File: config.mk
export PLATFORM = sky130hd
export DESIGN_NAME = ps2_key_encoder
export DESIGN_NICKNAME = d
export VERILOG_FILES = /design/src/rtl/ps2_key_encoder.sv
export SDC_FILE = /design/constraint.sdc
export NUM_CORES = 1
export LEC_CHECK = 0
export CAP_MARGIN = 20
export CORE_AREA = 3 3 76 78
export CTS_CLUSTER_SIZE = 14
export DETAILED_ROUTE_END_ITERATION = 10
export DIE_AREA = 0 0 79 81
export GPL_TIMING_DRIVEN = 0
export PLACE_DENSITY = 0.73
export SETUP_SLACK_MARGIN = 0.2
export SKIP_LAST_GASP = 1
export SLEW_MARGIN = 20
export SYNTH_ARGS = -nofsm -noshare
export SYNTH_HDL_FRONTEND = slang
export SYNTH_SLANG_ARGS = --single-unit
File: constraint.sdc
create_clock -name clk_sys -period 2.5 [get_ports clk_sys]
set_input_delay 0.375 -clock clk_sys [delete_from_list [all_inputs] [get_ports clk_sys]]
set_output_delay 0.375 -clock clk_sys [all_outputs]
set_load 0.005 [all_outputs]
File: src/rtl/ps2_key_encoder.sv
// PS/2 keyboard receiver: conditions the raw PS/2 lines, deserialises
// device-to-host frames, checks framing/parity, and folds E0/F0/E1 prefix
// bytes into single 11-bit key events {toggle, pressed, extended, code}.
module ps2_key_encoder #(
  parameter int FILTER  = 8,
  parameter int TIMEOUT = 48000,
  parameter int TW      = 16
) (
  input  logic        clk_sys,
  input  logic        reset_n,
  input  logic        ps2_clk_in,
  input  logic        ps2_data_in,
  output logic [10:0] ps2_key,
  output logic        key_strobe,
  output logic        frame_err
);

  localparam int FW = $clog2(FILTER + 1);

  typedef enum logic [1:0] {
    S_IDLE,
    S_DATA,
    S_PARITY,
    S_STOP
  } state_t;

  // Reset synchroniser: assertion is immediate, release is aligned to clk_sys.
  logic [1:0] rst_sync_reg;
  logic       rst_n_int;

  // Shift ones into the reset synchroniser once reset_n is released.
  always_ff @(posedge clk_sys or negedge reset_n) begin
    if (!reset_n) rst_sync_reg <= 2'b00;
    else          rst_sync_reg <= {rst_sync_reg[0], 1'b1};
  end

  assign rst_n_int = rst_sync_reg[1];

  // Input conditioning
  logic [1:0]    clk_sync_reg;
  logic [1:0]    data_sync_reg;
  logic          filt_clk_reg;
  logic          filt_clk_d_reg;
  logic [FW-1:0] filt_cnt_reg;
  logic          fall;
  logic          data_bit;

  // Two-flop synchronisers for both asynchronous PS/2 lines (idle high).
  always_ff @(posedge clk_sys or negedge rst_n_int) begin
    if (!rst_n_int) begin
      clk_sync_reg  <= 2'b11;
      data_sync_reg <= 2'b11;
    end else begin
      clk_sync_reg  <= {clk_sync_reg[0], ps2_clk_in};
      data_sync_reg <= {data_sync_reg[0], ps2_data_in};
    end
  end

  // Glitch filter: the filtered clock follows only after FILTER equal samples.
  always_ff @(posedge clk_sys or negedge rst_n_int) begin
    if (!rst_n_int) begin
      filt_clk_reg   <= 1'b1;
      filt_clk_d_reg <= 1'b1;
      filt_cnt_reg   <= '0;
    end else begin
      filt_clk_d_reg <= filt_clk_reg;
      if (clk_sync_reg[1] == filt_clk_reg) begin
        filt_cnt_reg <= '0;
      end else if (filt_cnt_reg == FW'(FILTER - 1)) begin
        filt_clk_reg <= clk_sync_reg[1];
        filt_cnt_reg <= '0;
      end else begin
        filt_cnt_reg <= filt_cnt_reg + FW'(1);
      end
    end
  end

  assign fall     = filt_clk_d_reg & ~filt_clk_reg;
  assign data_bit = data_sync_reg[1];

  // Deserialiser
  state_t        state_reg, state_next;
  logic [7:0]    shift_reg, shift_next;
  logic [2:0]    bit_cnt_reg, bit_cnt_next;
  logic          par_reg, par_next;
  logic [TW-1:0] tmo_reg, tmo_next;
  logic          byte_valid_reg, byte_valid_next;
  logic          frame_err_reg, frame_err_next;

  // Deserialiser state and timeout registers.
  always_ff @(posedge clk_sys or negedge rst_n_int) begin
    if (!rst_n_int) begin
      state_reg      <= S_IDLE;
      shift_reg      <= '0;
      bit_cnt_reg    <= '0;
      par_reg        <= 1'b0;
      tmo_reg        <= '0;
      byte_valid_reg <= 1'b0;
      frame_err_reg  <= 1'b0;
    end else begin
      state_reg      <= state_next;
      shift_reg      <= shift_next;
      bit_cnt_reg    <= bit_cnt_next;
      par_reg        <= par_next;
      tmo_reg        <= tmo_next;
      byte_valid_reg <= byte_valid_next;
      frame_err_reg  <= frame_err_next;
    end
  end

  // Frame sequencing on filtered falling edges, with a mid-frame watchdog.
  always_comb begin
    state_next      = state_reg;
    shift_next      = shift_reg;
    bit_cnt_next    = bit_cnt_reg;
    par_next        = par_reg;
    tmo_next        = tmo_reg;
    byte_valid_next = 1'b0;
    frame_err_next  = 1'b0;

    if (state_reg != S_IDLE && !fall) begin
      // No edge this cycle: run the watchdog; a stalled frame is dropped.
      if (tmo_reg == '0) begin
        state_next     = S_IDLE;
        frame_err_next = 1'b1;
      end else begin
        tmo_next = tmo_reg - TW'(1);
      end
    end else if (fall) begin
      tmo_next = TW'(TIMEOUT);
      case (state_reg)
        S_IDLE: begin
          // A high start bit is treated as noise and ignored.
          if (!data_bit) begin
            state_next   = S_DATA;
            bit_cnt_next = '0;
          end
        end
        S_DATA: begin
          shift_next   = {data_bit, shift_reg[7:1]};
          bit_cnt_next = bit_cnt_reg + 3'd1;
          if (bit_cnt_reg == 3'd7) state_next = S_PARITY;
        end
        S_PARITY: begin
          par_next   = data_bit;
          state_next = S_STOP;
        end
        S_STOP: begin
          if (data_bit && ((^shift_reg) ^ par_reg)) byte_valid_next = 1'b1;
          else                                       frame_err_next  = 1'b1;
          state_next = S_IDLE;
        end
        default: state_next = S_IDLE;
      endcase
    end
  end

  // Prefix folding and key event output
  logic        ext_reg;
  logic        rel_reg;
  logic [2:0]  skip_reg;
  logic [10:0] key_reg;
  logic        strobe_reg;

  // Accumulate E0/F0 prefixes, swallow the Pause sequence, emit events.
  always_ff @(posedge clk_sys or negedge rst_n_int) begin
    if (!rst_n_int) begin
      ext_reg    <= 1'b0;
      rel_reg    <= 1'b0;
      skip_reg   <= '0;
      key_reg    <= '0;
      strobe_reg <= 1'b0;
    end else begin
      strobe_reg <= 1'b0;
      if (frame_err_reg) begin
        ext_reg  <= 1'b0;
        rel_reg  <= 1'b0;
        skip_reg <= '0;
      end else if (byte_valid_reg) begin
        if (skip_reg != '0) begin
          skip_reg <= skip_reg - 3'd1;
        end else if (shift_reg == 8'hE1) begin
          skip_reg <= 3'd7;
        end else if (shift_reg == 8'hE0) begin
          ext_reg <= 1'b1;
        end else if (shift_reg == 8'hF0) begin
          rel_reg <= 1'b1;
        end else begin
          key_reg    <= {~key_reg[10], ~rel_reg, ext_reg, shift_reg};
          strobe_reg <= 1'b1;
          ext_reg    <= 1'b0;
          rel_reg    <= 1'b0;
        end
      end
    end
  end

  assign ps2_key    = key_reg;
  assign key_strobe = strobe_reg;
  assign frame_err  = frame_err_reg;

endmodule

Word-level counts from Yosys, hierarchy flattened
Cells that the tools add are included.
{ "op_classes": {"mux": 44, "addsub": 4, "eq_ne": 18, "bitwise": 12, "n_reduce_logical": 22} }
{ "ops": {"columns": ["op", "n"], "rows": [
  ["$mux 16", 3],
  ["$mux 1", 27],
  ["$eq 8x8->1 const B", 3],
  ["$logic_not 16->1", 1],
  ["$reduce_and 4->1", 4],
  ["$sub 16x1->16 const B", 1],
  ["$mux 3", 5],
  ["$mux 2", 5],
  ["$ne 2x2->1 const B", 5],
  ["$not 1->1", 10],
  ["$ne 3x3->1 const B", 3],
  ["$mux 4", 2],
  ["$pmux 2 s4", 1],
  ["$reduce_bool 2->1", 4],
  ["$reduce_xor 8->1", 1],
  ["$pmux 3 s2", 1],
  ["$reduce_and 2->1", 3],
  ["$reduce_and 3->1", 2],
  ["$reduce_and 6->1", 1],
  ["$reduce_bool 3->1", 2],
  ["$add 4x1->4 const B", 1],
  ["$eq 2x2->1 const B", 2],
  ["$eq 4x3->1 const B", 1],
  ["$add 3x1->3 const B", 1],
  ["10 further kinds", 11]
]} }
{ "totals": {"input_bits": 4, "elab_cells": 118, "ff_bits": 61, "output_inout_bits": 13} }

Longest topological paths before layout
Gate-level depths: netlist of run 1.
{ "logic_depth": {"depth_word": 7, "depth_mapped": 7, "mapped_depth_nobuf": 6} }

Worst setup path after synthesis of run 1
OpenSTA, ideal clock, no wires.
{ "synth_path": {"path_type": "register -> register", "from": "register state_reg[0]", "to": "register tmo_reg[11]", "required_ns": 2.421, "path_buffers": 1, "path_slack_ns": 0.524, "setup_ns": 0.079, "stages_incl_launch_ff": 8, "t_arrival_ns": 1.897, "cell_sequence": "dfrtp_1 inv_1 ha_1 or4_1 or2_1 buf_6 a2111oi_4 mux2i_1"} }
{ "synth_between": {"elab_chain_cells": 4, "word_cells_on_any_way": 6} }
{ "synth_rtl": {"columns": ["element", "line_no", "rtl"], "rows": [
  ["start: declaration", "82", "state_t state_reg, state_next;"],
  ["start signal: assignment", "101", "state_reg <= state_next;"],
  ["$reduce_bool 2->1 *", "121", "if (state_reg != S_IDLE && !fall) begin"],
  ["$logic_and 1x1->1 *", "121", null],
  ["$ne 2x2->1 (no source line) or $reduce_bool 2->1 (tied branches)", null, null],
  ["$reduce_and 2->1 (no source line)", null, null],
  ["end signal: assignment", "105", "tmo_reg <= tmo_next;"],
  ["end: declaration", "86", "logic [TW-1:0] tmo_reg, tmo_next;"]
]} }
Every way passes the cells marked *; elsewhere a longest branch is shown, timed or not.
A chain may end at the register's enable or synchronous reset.

Worst setup path in the final report of run 1
{ "layout_path": {"from": "register shift_reg[4]", "to": "register key_reg[6], in the netlist ps2_key[6]"} }
{ "layout_between": {"elab_chain_cells": 3, "word_cells_on_any_way": 7} }
{ "layout_rtl": {"columns": ["element", "line_no", "rtl"], "rows": [
  ["start: declaration", "83", "logic [7:0] shift_reg, shift_next;"],
  ["start signal: assignment", "102", "shift_reg <= shift_next;"],
  ["$eq 8x8->1, on equally long branches", "186, 182, 184", null],
  ["$not 1->1 (no source line)", null, null],
  ["$reduce_and 6->1 (no source line) *", null, null],
  ["end signal: assignment", "189", "key_reg <= {~key_reg[10], ~rel_reg, ext_reg, shift_reg};"],
  ["end: declaration", "162", "logic [10:0] key_reg;"]
]} }
Marks and branches as above.

==> reports/metrics.cfg, run 1 <==
[pwr]
power.ir.vdd_worst_mv=0.628
seq_power_share=0.450
power_frac_comb=0.296
p_total_uw=3070
swShare=0.336
p_clk_frac=0.254
power_density_mw_per_mm2=892
internal-power_uw=2040
switching_power_uw=1030
leakagePower_uw=0.00152

[sta]
maxClockFrequency_ghz=0.473
drv_slew=0
fin_crit_ns=2.11
finClkSkew_ns=0.00830
rsz0062_at_grt=no
fin_tns_setup_ns=0
hold_violations=0
max_slew_margin=0.626
timing.hold.ws_ns=0.205
period_share=0.846
finalSetupViolations=0
worstMarginPinSlew_ns=0.561

[die]
io_pins=17
die_w_um=79
fp.coreArea_mm2=0.00514
initial_core_util=0.583
fp-row-count=26
die_h_um=81
die-area_mm2=0.00640

[logic_synthesis]
synth_seq_area_share=0.511
synth-simple-area-share=0.156
syn_inst=268
synth_xor_area_frac=0.0221
ys_warn_count=0
synth_area_per_cell_um2=11.2
ys_ff_latch=61
syn_area_mm2=0.00300
synth_edf_count=0
synth_adder_area_share=0.0668
synth_compound_area_frac=0.107
async_reset_ff_frac=1.00
synthTopCellsByArea=dfrtp_1 46%, ha_1 6.7%, mux2_2 6.0%
synth_top_area_share=0.459
synth_ff_type=dfrtp_1
synth_cell_type_count=52
syn_nets=288
synth_top_family_by_area=simple AND/OR/NAND/NOR gates
yosys.area.top_type=dfrtp_1
synthMuxAreaShare=0.101

[clocking]
post_cts_resized=0
cts_max_path_buffers=2
cts_tree=done
cts_setup_buffers=0
htree_levels=3
cts_buffers=9
root_buffer=clkbuf_8
hold_buffers=0
clock_latency_ns=0.33
path_clk_slew_ns=0.07
cts.sinks=61

[place]
dp.final_hpwl_um=3600
routabilityCongestion=0.799
io_buffer_count=16
dp_cells=355

[final_layout]
diodes=0
nets=316
stdcell_count=371
post-route-util=0.671
largest_reg_flops=16
layout-drive-gt1-share=0.169
synthToLayoutAreaGrowth_pct=15.0

[worst_setup_path]
cp_num_cells=7
critical_path_class=flop to flop
setup.worst_path.end_class=flop
crit_chain=inv_1 -> ha_1 -> nand4_1 -> and3_1 -> o211ai_1 -> buf_2 -> mux2_2
cpMaxStageDelayCell=dfrtp_1
start_kind=flop
critPathMaxFanout=10
critPathMaxStageDelay_ns=0.40
rr_worst_depth=7
crit_buf_inv=2
required_ns=2.71
crit_arrival_ns=2.33
crit_family=simple AND/OR/NAND/NOR gates

[global_routing]
gr-total-overflow=0
antenna_found_initial=0
grt_pass1_vias=1943
grt_max_degree=34
grt_use_total=0.177
grt_first_pass_wirelength_um=8760

[routing]
antenna_left=0
vias=2055
wl_um=5000
vias_per_cell=5.54
drt-pass1-iter-count=4
drt-initial-drc-count=72
wl_per_cell_um=13.5
drc=0

[run]
cap_violations=0

[min_path]
hold_path_class=input port to asynchronous set/reset pin

[status]
status=complete, no violations

[area by class of cell]
type	instances	area, um^2
fill	433	1690
sequential	61	1540
multi-input combinational	184	1360
timing repair buffer	17	180
clock buffer	12	155
tap	70	87.6
inverter	14	52.6
buffer	9	51.3
clock inverter	4	22.5
[metal layers]
metal	routed length (um)	GRT usage
met1	2380	0.224
met2	2390	0.287
met3	129	0.0410
met4	103	0.0893
met5	0	0
[cell usage after synthesis, drive strengths merged, types with 5 or more instances]
master and n:
a211oi 5, and2 5, o21ai 11, xnor2 5, nor2b 5, inv 14, clkbuf 5, dfstp 6
a21oi 6, ha 16, dfrtp 55, nand2b 8, nor2 19, mux2i 11, mux2 17, nand2 23
nand3 8
[worst reg2reg max path: stages (launching register included)]
cell      delay, ns
dfrtp_1        0.40
inv_1          0.08
ha_1           0.24
nand4_1        0.16
and3_1         0.26
o211ai_1       0.17
buf_2          0.32
mux2_2         0.37
[cells in the final DEF, fill, tap and decap left out, types with 11 or more instances in the layout]
cell / n
clkbuf_8: 11
mux2_2: 16
nor2_1: 19
nand2_1: 23
inv_1: 14
dfrtp_1: 54
clkdlybuf4s50_1: 16
mux2i_1: 11
ha_1: 16
o21ai_0: 11
[cell families (layout without fill, tap and decap cells)]
group                      after synthesis  after routing
xor gates and xnor gates                 6              6
muxes                                   28             28
and+or+nand+nor                         90             90
adders and majority gates               16             16
DFF                                     61             61
other                                    1              1
AOI/OAI and AO/OA                       43             43
buffers and inverters                   23             56
[final timing paths]
path | to | from | slack, ns
worst max-delay path | ps2_key[6] | shift_reg[4] | 0.39
worst min-delay path | rst_sync_reg[1] | reset_n | 0.21
worst max register to register | ps2_key[6] | shift_reg[4] | 0.39
max in group asynchronous | state_reg[1] | rst_sync_reg[1] | 1.78
worst min register to register | key_strobe | rst_sync_reg[1] | 0.24
min in group clk_sys | rst_sync_reg[1] | rst_sync_reg[0] | 0.35
[metrics by stage]
stage	setup WS [ns]	area [um^2]
floorplan	0.524	3000
global placement	0.0216	3250
detailed placement	0.384	3270
CTS	0.367	3450
global route	0.237	3450
finish	0.386	3450
[power by group through the flow]
stage	sequential (uW)	combinational (uW)	clock, uW
floorplan	1360	743	0
CTS	1390	924	803
detailed placement	1400	919	0
finish	1380	910	782
global route	1420	1050	844
global placement	1410	882	0
(Power assumes the default switching activity.)
==> run 2, diff against run 1 <==
Clock period 2.5 ns to 2.1 ns, I/O delays scaled along.
==> run 2 against run 1 <==
Sequential share of layout area shrank 3.2 points. Fmax grew 7.7%. Hold slack lost 0.057 ns. Combinational power grew 45%. Die area is the same. Non-clock buffer count grew 15. Global-route usage grew 2.5 points. Total power grew 30%. Critical path type unchanged. Largest power group unchanged.
==> reports/metrics.cfg, run 2 (synthesis gave the netlist of run 1 again) <==
[status]
status=complete, no violations

[sta]
finalSetupViolations=0
fin_tns_setup_ns=0
finClkSkew_ns=0.0105
worst_slack_ns=0.137
timing.hold.ws_ns=0.148
fin_crit_ns=1.96
hold_violations=0
rsz0062_at_grt=yes
drv_slew=0
period_share=0.935
maxClockFrequency_ghz=0.509

[global_routing]
antenna_found_initial=0
grt_first_pass_wirelength_um=9980
grt_pass1_vias=2164
gr-total-overflow=0
grt_use_total=0.202
grt_max_degree=34

[die]
io_pins=17
fp-row-count=26
die_h_um=81
die-area_mm2=0.00640
initial_core_util=0.583
die_w_um=79
fp.coreArea_mm2=0.00514

[routing]
wl_met1_um=2440
met3WireLength_um=216
met2_length_um=2910
vias_per_cell=5.60
drc=0
topRoutingLayerUsed=met4
wl_per_cell_um=14.8
wl_um=5700
antenna_left=0
vias=2162
drt-initial-drc-count=69
drt-pass1-iter-count=4

[worst_setup_path]
required_ns=2.37
crit_arrival_ns=2.23
path_common_cell=or4_4
setup.worst_path.end_class=flop
start_kind=flop
critPathMaxFanout=5
reg2reg_slack_ns=0.14
r2r_start=tmo_reg[0]
cpMaxStageDelayCell=or4_4
crit_chain=buf_4 -> or4_4 -> or2_4 -> buf_6 -> or4_4 -> nand3_2
crit_start=tmo_reg[0]
critical_path_class=flop to flop
critPathMaxStageDelay_ns=0.51

[pwr]
power.ir.vdd_worst_mv=0.812
switching_power_uw=1340
seq_power_share=0.420
internal-power_uw=2660
power_density_mw_per_mm2=1080
power_frac_comb=0.330
p_clk_frac=0.250
swShare=0.334
leakagePower_uw=0.00162

[clocking]
htree_levels=3
clock_latency_ns=0.34
cts_tree=done
path_clk_slew_ns=0.06
cts.sinks=61
cts_max_path_buffers=2
root_buffer=clkbuf_8
cts_buffers=9

[final_layout]
nets=331
final_cell_mix=53 x dfrtp_1, 23 x nand2_1, 19 x nor2_1
final_common_cell=dfrtp_1
layout-drive-gt1-share=0.285
final_area_mm2=0.00372
synthToLayoutAreaGrowth_pct=23.9
largest_reg_flops=16
diodes=0

[place]
place_area_mm2=0.00327
dp.final_hpwl_um=3730
pre_cts_ws_ns=-0.0223
io_buffer_count=16
routabilityCongestion=0.792

[run]
cap_violations=0

[min_path]
hold_path_class=input port to asynchronous set/reset pin

run 2: cell count changes in the layout (fill, tap and decap cells not counted), moves of 4 or more:
cell / delta
inv_2: +5
buf_4: +16
ha_1: -4
inv_1: -5
run 2: routing by layer:
| metal | vias up | GRT usage |
|---|---|---|
| met3 | 16 | 0.0565 |
| met2 | 35 | 0.349 |
| met4 | 0 | 0.0859 |
| li1 | 1035 | - |
| met1 | 1076 | 0.238 |
| met5 | - | 0 |
run 2: per-stage QoR:
stage          cells  utilization  power, uW
6_report         386        0.723       4000
2_1_floorplan    268            -       2510
3_3_place_gp     354        0.632       2730
3_5_place_dp     355        0.637       2770
5_1_grt          386        0.723       4310
4_1_cts          379        0.704       3950
run 2: area by class of cell:
type                            instances  area, um^2
Sequential cell                        61        1540
Multi-Input combinational cell        184        1500
Fill cell                             381        1420
Timing Repair Buffer                   32         290
Clock buffer                           14         153
Tap cell                               70        87.6
Buffer                                  9        60.1
Inverter                               14        52.6
Clock inverter                          2        35.0
run 2: critical path: cells and delay by family (launching register included):
kind,cells,cell delay [ns]
buffers and inverters,2,0.28
flip-flops,1,0.38
AND/OR/NAND/NOR,4,1.25
run 2: power by group through the flow:
| stage | clock (uW) | sequential [uW] | combinational, uW |
|---|---|---|---|
| finish | 1000 | 1680 | 1320 |
| CTS | 1020 | 1660 | 1260 |
| global placement | 0 | 1670 | 1050 |
| global route | 1080 | 1720 | 1500 |
| floorplan | 0 | 1620 | 888 |
| detailed placement | 0 | 1670 | 1100 |
run 2: timing repair:
item / in CTS / in global routing
endpoints found under the setup margin: 19 / 24
cloned: 1 / 1
pin swaps: 9 / 8
gates resized for setup: 20 / 21
setup buffers: 7 / 6
hold endpoints to repair: 0 / 0
hold buffers: 0 / 0
run 2: worst paths after layout:
kind	end	cells past startpoint
min	rst_sync_reg[1]	1
min reg2reg	ps2_key[7]	0
max in group asynchronous	tmo_reg[4]	1
max	tmo_reg[15]	6
max reg2reg	tmo_reg[15]	6
min in group clk_sys	clk_sync_reg[1]	0
